### config.mk
export PLATFORM = sky130hd
export DESIGN_NAME = npu_sigmoid_collector_flat
export DESIGN_NICKNAME = d
export VERILOG_FILES = /design/src/rtl/npu_sigmoid_collector_pkg.sv /design/src/rtl/npu_sigmoid_collector_if.sv /design/src/rtl/npu_sync_fifo.sv /design/src/rtl/npu_sigmoid_collector.sv /design/src/flat_wrapper.sv
export SDC_FILE = /design/constraint.sdc
export NUM_CORES = 1
export LEC_CHECK = 0
export CORE_ASPECT_RATIO = 1.25
export CORE_MARGIN = 5
export CORE_UTILIZATION = 40
export DETAILED_ROUTE_END_ITERATION = 8
export GPL_TIMING_DRIVEN = 1
export PLACE_DENSITY = 0.6
export SLEW_MARGIN = 20
export SYNTH_ARGS = -nofsm -noshare
export SYNTH_HDL_FRONTEND = slang
export SYNTH_SLANG_ARGS = --single-unit
### constraint.sdc
create_clock -name CLK -period 5 [get_ports CLK]
set_input_delay 1 -clock CLK [delete_from_list [all_inputs] [get_ports CLK]]
set_output_delay 1 -clock CLK [all_outputs]
set_load 0.01 [all_outputs]
### src/rtl/npu_sigmoid_collector_pkg.sv
// npu_sigmoid_collector_pkg: shared NPU widths, destination and output-FSM encodings
package npu_sigmoid_collector_pkg;
  localparam int NPU_DATA_W   = 16;
  localparam int NPU_CNT_W    = 8;
  localparam int NPU_FB_DEPTH = 16;
  typedef enum logic {DEST_FB = 1'b0, DEST_OUT = 1'b1} dest_e;
  typedef enum logic {ST_PASS = 1'b0, ST_HOLD = 1'b1} out_state_e;
  function automatic int fb_cw(input int depth);
    return $clog2(depth) + 1;
  endfunction
endpackage

### src/rtl/npu_sigmoid_collector_if.sv
// npu_sigmoid_collector_if: sigmoid input, feedback FIFO and output FIFO signals of the collector
interface npu_sigmoid_collector_if
  import npu_sigmoid_collector_pkg::*;
#(
  parameter int DATA_W = NPU_DATA_W,
  parameter int CNT_W  = NPU_CNT_W,
  parameter int FB_CW  = fb_cw(NPU_FB_DEPTH)
);
  logic [DATA_W-1:0] npu_sigmoid_dout;
  logic              npu_sigmoid_dout_valid;
  logic              npu_sched_sigmoid_dest_sel;
  logic [CNT_W-1:0]  npu_sched_layer_size;
  logic              npu_fb_fifo_rd_en;
  logic [DATA_W-1:0] npu_fb_fifo_dout;
  logic              npu_fb_fifo_empty;
  logic              npu_fb_fifo_full;
  logic [FB_CW-1:0]  npu_fb_fifo_count;
  logic              npu_out_fifo_full;
  logic              npu_out_fifo_wr_en;
  logic [DATA_W-1:0] npu_out_fifo_din;
  logic              npu_collector_busy;
  logic              npu_layer_done;
  logic              npu_collector_overflow;
  modport collector (
    input  npu_sigmoid_dout, npu_sigmoid_dout_valid, npu_sched_sigmoid_dest_sel,
           npu_sched_layer_size, npu_fb_fifo_rd_en, npu_out_fifo_full,
    output npu_fb_fifo_dout, npu_fb_fifo_empty, npu_fb_fifo_full, npu_fb_fifo_count,
           npu_out_fifo_wr_en, npu_out_fifo_din, npu_collector_busy, npu_layer_done,
           npu_collector_overflow
  );
  modport env (
    output npu_sigmoid_dout, npu_sigmoid_dout_valid, npu_sched_sigmoid_dest_sel,
           npu_sched_layer_size, npu_fb_fifo_rd_en, npu_out_fifo_full,
    input  npu_fb_fifo_dout, npu_fb_fifo_empty, npu_fb_fifo_full, npu_fb_fifo_count,
           npu_out_fifo_wr_en, npu_out_fifo_din, npu_collector_busy, npu_layer_done,
           npu_collector_overflow
  );
endinterface

### src/rtl/npu_sync_fifo.sv
// npu_sync_fifo: first-word-fall-through synchronous FIFO; head reads 0 while empty
module npu_sync_fifo #(
  parameter int W     = 16,
  parameter int DEPTH = 16
) (
  input  logic                   clk,
  input  logic                   rst_n,
  input  logic                   wr_en_i,
  input  logic [W-1:0]           din_i,
  input  logic                   rd_en_i,
  output logic [W-1:0]           dout_o,
  output logic                   empty_o,
  output logic                   full_o,
  output logic [$clog2(DEPTH):0] count_o
);
  localparam int AW = $clog2(DEPTH);
  localparam int CW = AW + 1;
  logic [W-1:0]  mem_q [DEPTH];
  logic [AW-1:0] wp_q, rp_q;
  logic [CW-1:0] cnt_q, cnt_d;
  logic          do_wr, do_rd;
  assign do_wr   = wr_en_i && !full_o;
  assign do_rd   = rd_en_i && !empty_o;
  assign cnt_d   = cnt_q + CW'(do_wr) - CW'(do_rd);
  assign empty_o = cnt_q == '0;
  assign full_o  = cnt_q == CW'(DEPTH);
  assign count_o = cnt_q;
  assign dout_o  = empty_o ? '0 : mem_q[rp_q];
  always_ff @(posedge clk or negedge rst_n)
    if (!rst_n) begin
      wp_q  <= '0;
      rp_q  <= '0;
      cnt_q <= '0;
    end else begin
      if (do_wr) wp_q <= wp_q + 1'b1;
      if (do_rd) rp_q <= rp_q + 1'b1;
      cnt_q <= cnt_d;
    end
  always_ff @(posedge clk)
    if (do_wr) mem_q[wp_q] <= din_i;
endmodule

### src/rtl/npu_sigmoid_collector.sv
// npu_sigmoid_collector: routes sigmoid results to the feedback FIFO or the external output FIFO,
// with a one-word hold for output backpressure, layer-completion tracking and a sticky drop flag.
module npu_sigmoid_collector
  import npu_sigmoid_collector_pkg::*;
#(
  parameter int DATA_W   = NPU_DATA_W,
  parameter int FB_DEPTH = NPU_FB_DEPTH,
  parameter int CNT_W    = NPU_CNT_W
) (
  input logic                   CLK,
  input logic                   npu_rst_n,
  npu_sigmoid_collector_if.collector bus
);
  localparam int FB_CW = fb_cw(FB_DEPTH);
  localparam logic [FB_CW-1:0] BUSY_TH = FB_CW'(FB_DEPTH - 2);
  logic              fb_full, fb_empty;
  logic [FB_CW-1:0]  fb_count;
  logic [DATA_W-1:0] fb_dout;
  logic              vld, to_out, out_full, acc_fb, acc_out, acc, drop, last;
  out_state_e        st_q;
  logic              wr_q, done_q, ovf_q;
  logic [DATA_W-1:0] din_q, hold_q, word;
  logic [CNT_W-1:0]  cnt_q, cnt_d, size_q, size_eff;
  assign word     = bus.npu_sigmoid_dout;
  assign vld      = bus.npu_sigmoid_dout_valid;
  assign out_full = bus.npu_out_fifo_full;
  assign to_out   = bus.npu_sched_sigmoid_dest_sel == DEST_OUT;
  assign acc_fb   = vld && !to_out && !fb_full;
  assign acc_out  = vld && to_out && st_q == ST_PASS;
  assign acc      = acc_fb || acc_out;
  assign drop     = vld && !acc;
  // a layer size of 0 wraps cnt_d to 0 after 2^CNT_W words, giving the full-range layer for free
  assign size_eff = cnt_q == '0 ? bus.npu_sched_layer_size : size_q;
  assign cnt_d    = cnt_q + 1'b1;
  assign last     = cnt_d == size_eff;
  npu_sync_fifo #(.W(DATA_W), .DEPTH(FB_DEPTH)) u_fb_fifo (
    .clk     (CLK),
    .rst_n   (npu_rst_n),
    .wr_en_i (acc_fb),
    .din_i   (word),
    .rd_en_i (bus.npu_fb_fifo_rd_en),
    .dout_o  (fb_dout),
    .empty_o (fb_empty),
    .full_o  (fb_full),
    .count_o (fb_count)
  );
  always_ff @(posedge CLK or negedge npu_rst_n)
    if (!npu_rst_n) begin
      st_q   <= ST_PASS;
      wr_q   <= 1'b0;
      din_q  <= '0;
      hold_q <= '0;
    end else if (st_q == ST_HOLD) begin
      wr_q <= !out_full;
      if (!out_full) begin
        din_q <= hold_q;
        st_q  <= ST_PASS;
      end
    end else begin
      wr_q <= acc_out && !out_full;
      if (acc_out && !out_full) din_q <= word;
      if (acc_out && out_full) begin
        hold_q <= word;
        st_q   <= ST_HOLD;
      end
    end
  always_ff @(posedge CLK or negedge npu_rst_n)
    if (!npu_rst_n) begin
      cnt_q  <= '0;
      size_q <= '0;
      done_q <= 1'b0;
      ovf_q  <= 1'b0;
    end else begin
      done_q <= acc && last;
      ovf_q  <= ovf_q || drop;
      if (vld && cnt_q == '0) size_q <= bus.npu_sched_layer_size;
      if (acc) cnt_q <= last ? '0 : cnt_d;
    end
  assign bus.npu_fb_fifo_dout       = fb_dout;
  assign bus.npu_fb_fifo_empty      = fb_empty;
  assign bus.npu_fb_fifo_full       = fb_full;
  assign bus.npu_fb_fifo_count      = fb_count;
  assign bus.npu_out_fifo_wr_en     = wr_q;
  assign bus.npu_out_fifo_din       = din_q;
  assign bus.npu_collector_busy     = st_q == ST_HOLD || fb_count >= BUSY_TH;
  assign bus.npu_layer_done         = done_q;
  assign bus.npu_collector_overflow = ovf_q;
endmodule

### src/flat_wrapper.sv
// flat-port wrapper written by rule: the top's interface ports become plain ports
module npu_sigmoid_collector_flat import npu_sigmoid_collector_pkg::*;
#(
  parameter int DATA_W   = NPU_DATA_W,
  parameter int FB_DEPTH = NPU_FB_DEPTH,
  parameter int CNT_W    = NPU_CNT_W
)
  (CLK, npu_rst_n, bus_npu_sigmoid_dout, bus_npu_sigmoid_dout_valid, bus_npu_sched_sigmoid_dest_sel, bus_npu_sched_layer_size, bus_npu_fb_fifo_rd_en, bus_npu_out_fifo_full, bus_npu_fb_fifo_dout, bus_npu_fb_fifo_empty, bus_npu_fb_fifo_full, bus_npu_fb_fifo_count, bus_npu_out_fifo_wr_en, bus_npu_out_fifo_din, bus_npu_collector_busy, bus_npu_layer_done, bus_npu_collector_overflow);
  npu_sigmoid_collector_if #(.DATA_W(DATA_W), .CNT_W(CNT_W), .FB_CW(5)) bus_i ();
  input logic CLK;
  input logic npu_rst_n;
  input wire logic [$bits(bus_i.npu_sigmoid_dout)-1:0] bus_npu_sigmoid_dout;
  input wire logic [$bits(bus_i.npu_sigmoid_dout_valid)-1:0] bus_npu_sigmoid_dout_valid;
  input wire logic [$bits(bus_i.npu_sched_sigmoid_dest_sel)-1:0] bus_npu_sched_sigmoid_dest_sel;
  input wire logic [$bits(bus_i.npu_sched_layer_size)-1:0] bus_npu_sched_layer_size;
  input wire logic [$bits(bus_i.npu_fb_fifo_rd_en)-1:0] bus_npu_fb_fifo_rd_en;
  input wire logic [$bits(bus_i.npu_out_fifo_full)-1:0] bus_npu_out_fifo_full;
  output wire logic [$bits(bus_i.npu_fb_fifo_dout)-1:0] bus_npu_fb_fifo_dout;
  output wire logic [$bits(bus_i.npu_fb_fifo_empty)-1:0] bus_npu_fb_fifo_empty;
  output wire logic [$bits(bus_i.npu_fb_fifo_full)-1:0] bus_npu_fb_fifo_full;
  output wire logic [$bits(bus_i.npu_fb_fifo_count)-1:0] bus_npu_fb_fifo_count;
  output wire logic [$bits(bus_i.npu_out_fifo_wr_en)-1:0] bus_npu_out_fifo_wr_en;
  output wire logic [$bits(bus_i.npu_out_fifo_din)-1:0] bus_npu_out_fifo_din;
  output wire logic [$bits(bus_i.npu_collector_busy)-1:0] bus_npu_collector_busy;
  output wire logic [$bits(bus_i.npu_layer_done)-1:0] bus_npu_layer_done;
  output wire logic [$bits(bus_i.npu_collector_overflow)-1:0] bus_npu_collector_overflow;
  assign bus_i.npu_sigmoid_dout = bus_npu_sigmoid_dout;
  assign bus_i.npu_sigmoid_dout_valid = bus_npu_sigmoid_dout_valid;
  assign bus_i.npu_sched_sigmoid_dest_sel = bus_npu_sched_sigmoid_dest_sel;
  assign bus_i.npu_sched_layer_size = bus_npu_sched_layer_size;
  assign bus_i.npu_fb_fifo_rd_en = bus_npu_fb_fifo_rd_en;
  assign bus_i.npu_out_fifo_full = bus_npu_out_fifo_full;
  assign bus_npu_fb_fifo_dout = bus_i.npu_fb_fifo_dout;
  assign bus_npu_fb_fifo_empty = bus_i.npu_fb_fifo_empty;
  assign bus_npu_fb_fifo_full = bus_i.npu_fb_fifo_full;
  assign bus_npu_fb_fifo_count = bus_i.npu_fb_fifo_count;
  assign bus_npu_out_fifo_wr_en = bus_i.npu_out_fifo_wr_en;
  assign bus_npu_out_fifo_din = bus_i.npu_out_fifo_din;
  assign bus_npu_collector_busy = bus_i.npu_collector_busy;
  assign bus_npu_layer_done = bus_i.npu_layer_done;
  assign bus_npu_collector_overflow = bus_i.npu_collector_overflow;
  npu_sigmoid_collector #(.DATA_W(DATA_W), .FB_DEPTH(FB_DEPTH), .CNT_W(CNT_W)) u_core (.CLK(CLK), .npu_rst_n(npu_rst_n), .bus(bus_i));
endmodule
==> summary.md <==
| Metric | Value |
|---|---|
| Rows | 74 |
| Critical R2R Capture | u_core.u_fb_fifo.count_o[4] |
| Top Ports | 73 |
| Max-cap violation count | 0 |
| FF/Latch Area | 0.00932 mm^2 |
| Max Clk Rate | approximately 0.24 GHz |
| Pre-antenna DRT Iters | 4 |
| Area of the multi-input gates | between 0.003 and 0.004 mm^2 |
| CORE AREA | ~0.032 mm^2 |
| GPL Wtd Cong | between 0.7 and 0.8 |
| Largest net degree at the start of global routing | 68 |
| Tot GR Track Use | 0.158 |
| First-pass GRT wire length | 43.4 mm |
| Final wirelength | ~28 mm |
| Port bufs | a little over 70 |
| Clock insertion delay at the later pin of the skew report | roughly 0.55 ns |
| Ys async rst share | 0.202 |
| Final instance area | 0.0154 mm^2 |
| Slew Limit Headroom | 0.216 |
| Cells after Synth | a little under 700 |
| Ys flop type | edfxtp_1 |
| R2R depth | 15 |
| Area grow syn2layout | 17.8% |
| DR vias/cell | ~5.4 |
| Setup crit start kind | register |
| CTS tree | yes |
| Clock Root Buffer | clkbuf_16 |
| Fin crit period | 4.23 ns |
| Worst slew pin tran | roughly 1.2 ns |
| Yosys cell types | 48 |
| Crit. End Element | output pin |
| Total Die Area | about 0.036 mm^2 |
| Die W | between 150 and 200 um |
| Critical path class | register to output pin |
| Worst vdd rail ir drop | 0.312 mV |
| Total grt overflow | 0 |
| Net count after synthesis | between 700 and 800 |
| Final #Nets | 832 |
| Number of CTS-inserted buffers | 31 |
| # diodes | 0 |
| Setup TNS | 0 ns |
| Yosys warning count | 0 |
| WP data required | 4.00 ns |
| Status | completed |
| Initial antenna violation count | 0 |
| Starting Density | 0.402 |
| Crit share post-route | 0.846 |
| Mean routed wirelength per cell | around 23 um |
| CP Data Arrival Time | roughly 3.2 ns |
| Critical path fanouts, max | 67 |
| Synth Register Bits | 321 |
| CTS Sinks | around 320 |
| Antenna viol nets, final | 0 |
| Hold-fix buffers, CTS | 0 |
| Post-route DRC | 0 |
| Final hold vios | 0 |
| CTS H-tree lvls | 1 |
| Pwr per Cell Area | 533 mW/mm^2 |
| Placement Cell Area | about 0.014 mm^2 |
| Yosys top cell area share | 0.588 |
| Setup violators final | 0 |
| Vias | between 6000 and 7000 |
| Reg clk slew, reported paths | roughly 0.060 ns |
| Reg2reg start | u_core.u_fb_fifo.count_o[2] |
| Clock Path Buffers | 3 |
| Commonest cells post-synth | edfxtp_1 (256), mux4_2 (80), dfrtp_1 (65), nor2_1 (32), mux2_2 (25) |
| Initial DRC Count | just under 400 |
| RSZ-0062 raised after global routing | false |
| Sequential share of the synthesized area | 0.713 |
| Number of flops mapped to enable cells by yosys | between 200 and 300 |
| Final worst slack | between 0.7 and 0.8 ns |
| Main area contributors after synthesis | edfxtp_1 (59%), mux4_2 (14%), dfrtp_1 (12%) |
| Reg2reg setup slack | roughly 1.8 ns |
| Mean Syn Cell Area | 18.9 um^2 |
| Vias in the first global route | 7137 |
| Die Ht | about 210 um |
| Mapped Area | between 0.01 and 0.015 mm^2 |
| DP Wirelength | about 17 mm |
| Hold Crit Class | input port to async pin |
| Largest area contributor in the netlist | edfxtp_1 |
| Most frequent cell after synthesis | edfxtp_1 |
| Post-CTS repair timing setup buffer count | 0 |
| Fillers | approximately 2700 |
| Setup WS pre-CTS | between 1 and 1.5 ns |
| Fraction of layout cells with a size suffix above 1 | 0.234 |
| Max-slew violations | 0 |
| Leakage power | roughly 5.2 nW |
| Post-CTS sizing | 0 |
| Clock skew | 0.00783 ns |
==> cell type report <==
type,count,area share
Clock buffer,36,0.0516
Multi-Input combinational cell,322,0.233
Timing Repair Buffer,94,0.0580
Inverter,15,0.00366
Tap cell,418,0.0340
Sequential cell,321,0.605
Clock inverter,21,0.0148
==> routing by layer <==
metal  routed length (um)  global-route usage
met5                    0                   0
met4                  455              0.0399
met2                14800               0.280
met3                 1180              0.0212
met1                11700               0.208
==> worst max-delay path by stage <==
stage | startpoint | endpoint | slack, ns
floorplan | bus_npu_sigmoid_dout_valid | u_core.u_fb_fifo.mem_q[3][0] | 1.34
CTS | u_core.u_fb_fifo.rp_q[1] | bus_npu_fb_fifo_dout[15] | 0.72
detailed placement | u_core.u_fb_fifo.rp_q[1] | bus_npu_fb_fifo_dout[15] | 1.33
global placement | u_core.u_fb_fifo.rp_q[1] | bus_npu_fb_fifo_dout[1] | 1.33
global route | u_core.u_fb_fifo.rp_q[0] | bus_npu_fb_fifo_dout[15] | 0.63
finish | u_core.u_fb_fifo.rp_q[1] | bus_npu_fb_fifo_dout[6] | 0.77
==> power breakdown <==
| group | total, mW | switching (mW) | internal [mW] |
|---|---|---|---|
| logic | 2.34 | 0.973 | 1.37 |
| registers | 3.52 | 0.370 | 3.15 |
| clock network | 2.35 | 0.964 | 1.39 |
==> cells in the final DEF, fill, tap and decap left out, types with 18 or more instances in the layout <==
| master | count |
|---|---|
| nor2_1 | 31 |
| clkdlybuf4s50_1 | 71 |
| dfrtp_1 | 63 |
| mux4_2 | 80 |
| nor2b_1 | 19 |
| edfxtp_1 | 256 |
| nand2_1 | 18 |
| mux2_2 | 25 |
| clkbuf_16 | 31 |
| a21oi_1 | 23 |
| buf_4 | 21 |
==> critical path: stages (launching register included) <==
cell	delay (ns)
dfrtp_4	1.09
mux4_2	0.44
mux4_2	0.48
nor2b_1	0.15
clkdlybuf4s50_1	0.49
==> through the flow <==
step                hold WS (ns)   util  power [mW]  std cells
finish                     0.341  0.474        8.21       1227
global route               0.351  0.474        8.63       1227
CTS                        0.320  0.474        8.32       1227
detailed placement         0.447  0.442        5.95       1170
global placement           0.444  0.442        5.89       1170
floorplan                  0.473      -        5.02        692
==> registers in the layout (all words and copies together) (netlist names) <==
| name | cells |
|---|---|
| u_core.u_fb_fifo.mem_q | 256 |
| u_core.st_q | 1 |
| u_core.u_fb_fifo.wp_q | 4 |
| u_core.u_fb_fifo.rp_q | 4 |
| u_core.bus.npu_out_fifo_din | 16 |
| u_core.bus.npu_out_fifo_wr_en | 1 |
| u_core.bus.npu_collector_overflow | 1 |
| u_core.size_q | 8 |
| u_core.cnt_q | 8 |
| u_core.u_fb_fifo.count_o | 5 |
| u_core.bus.npu_layer_done | 1 |
| u_core.hold_q | 16 |
==> cells by family after synthesis <==
kind of cell | after synthesis | synth area share
muxes | 121 | 0.172
adders and majority gates | 17 | 0.0169
buffers and inverters | 49 | 0.0152
and+or+nand+nor | 117 | 0.0491
xor gates and xnor gates | 12 | 0.00804
AOI/OAI and AO/OA | 55 | 0.0264
DFF | 321 | 0.713
(Power assumes the default switching activity.)
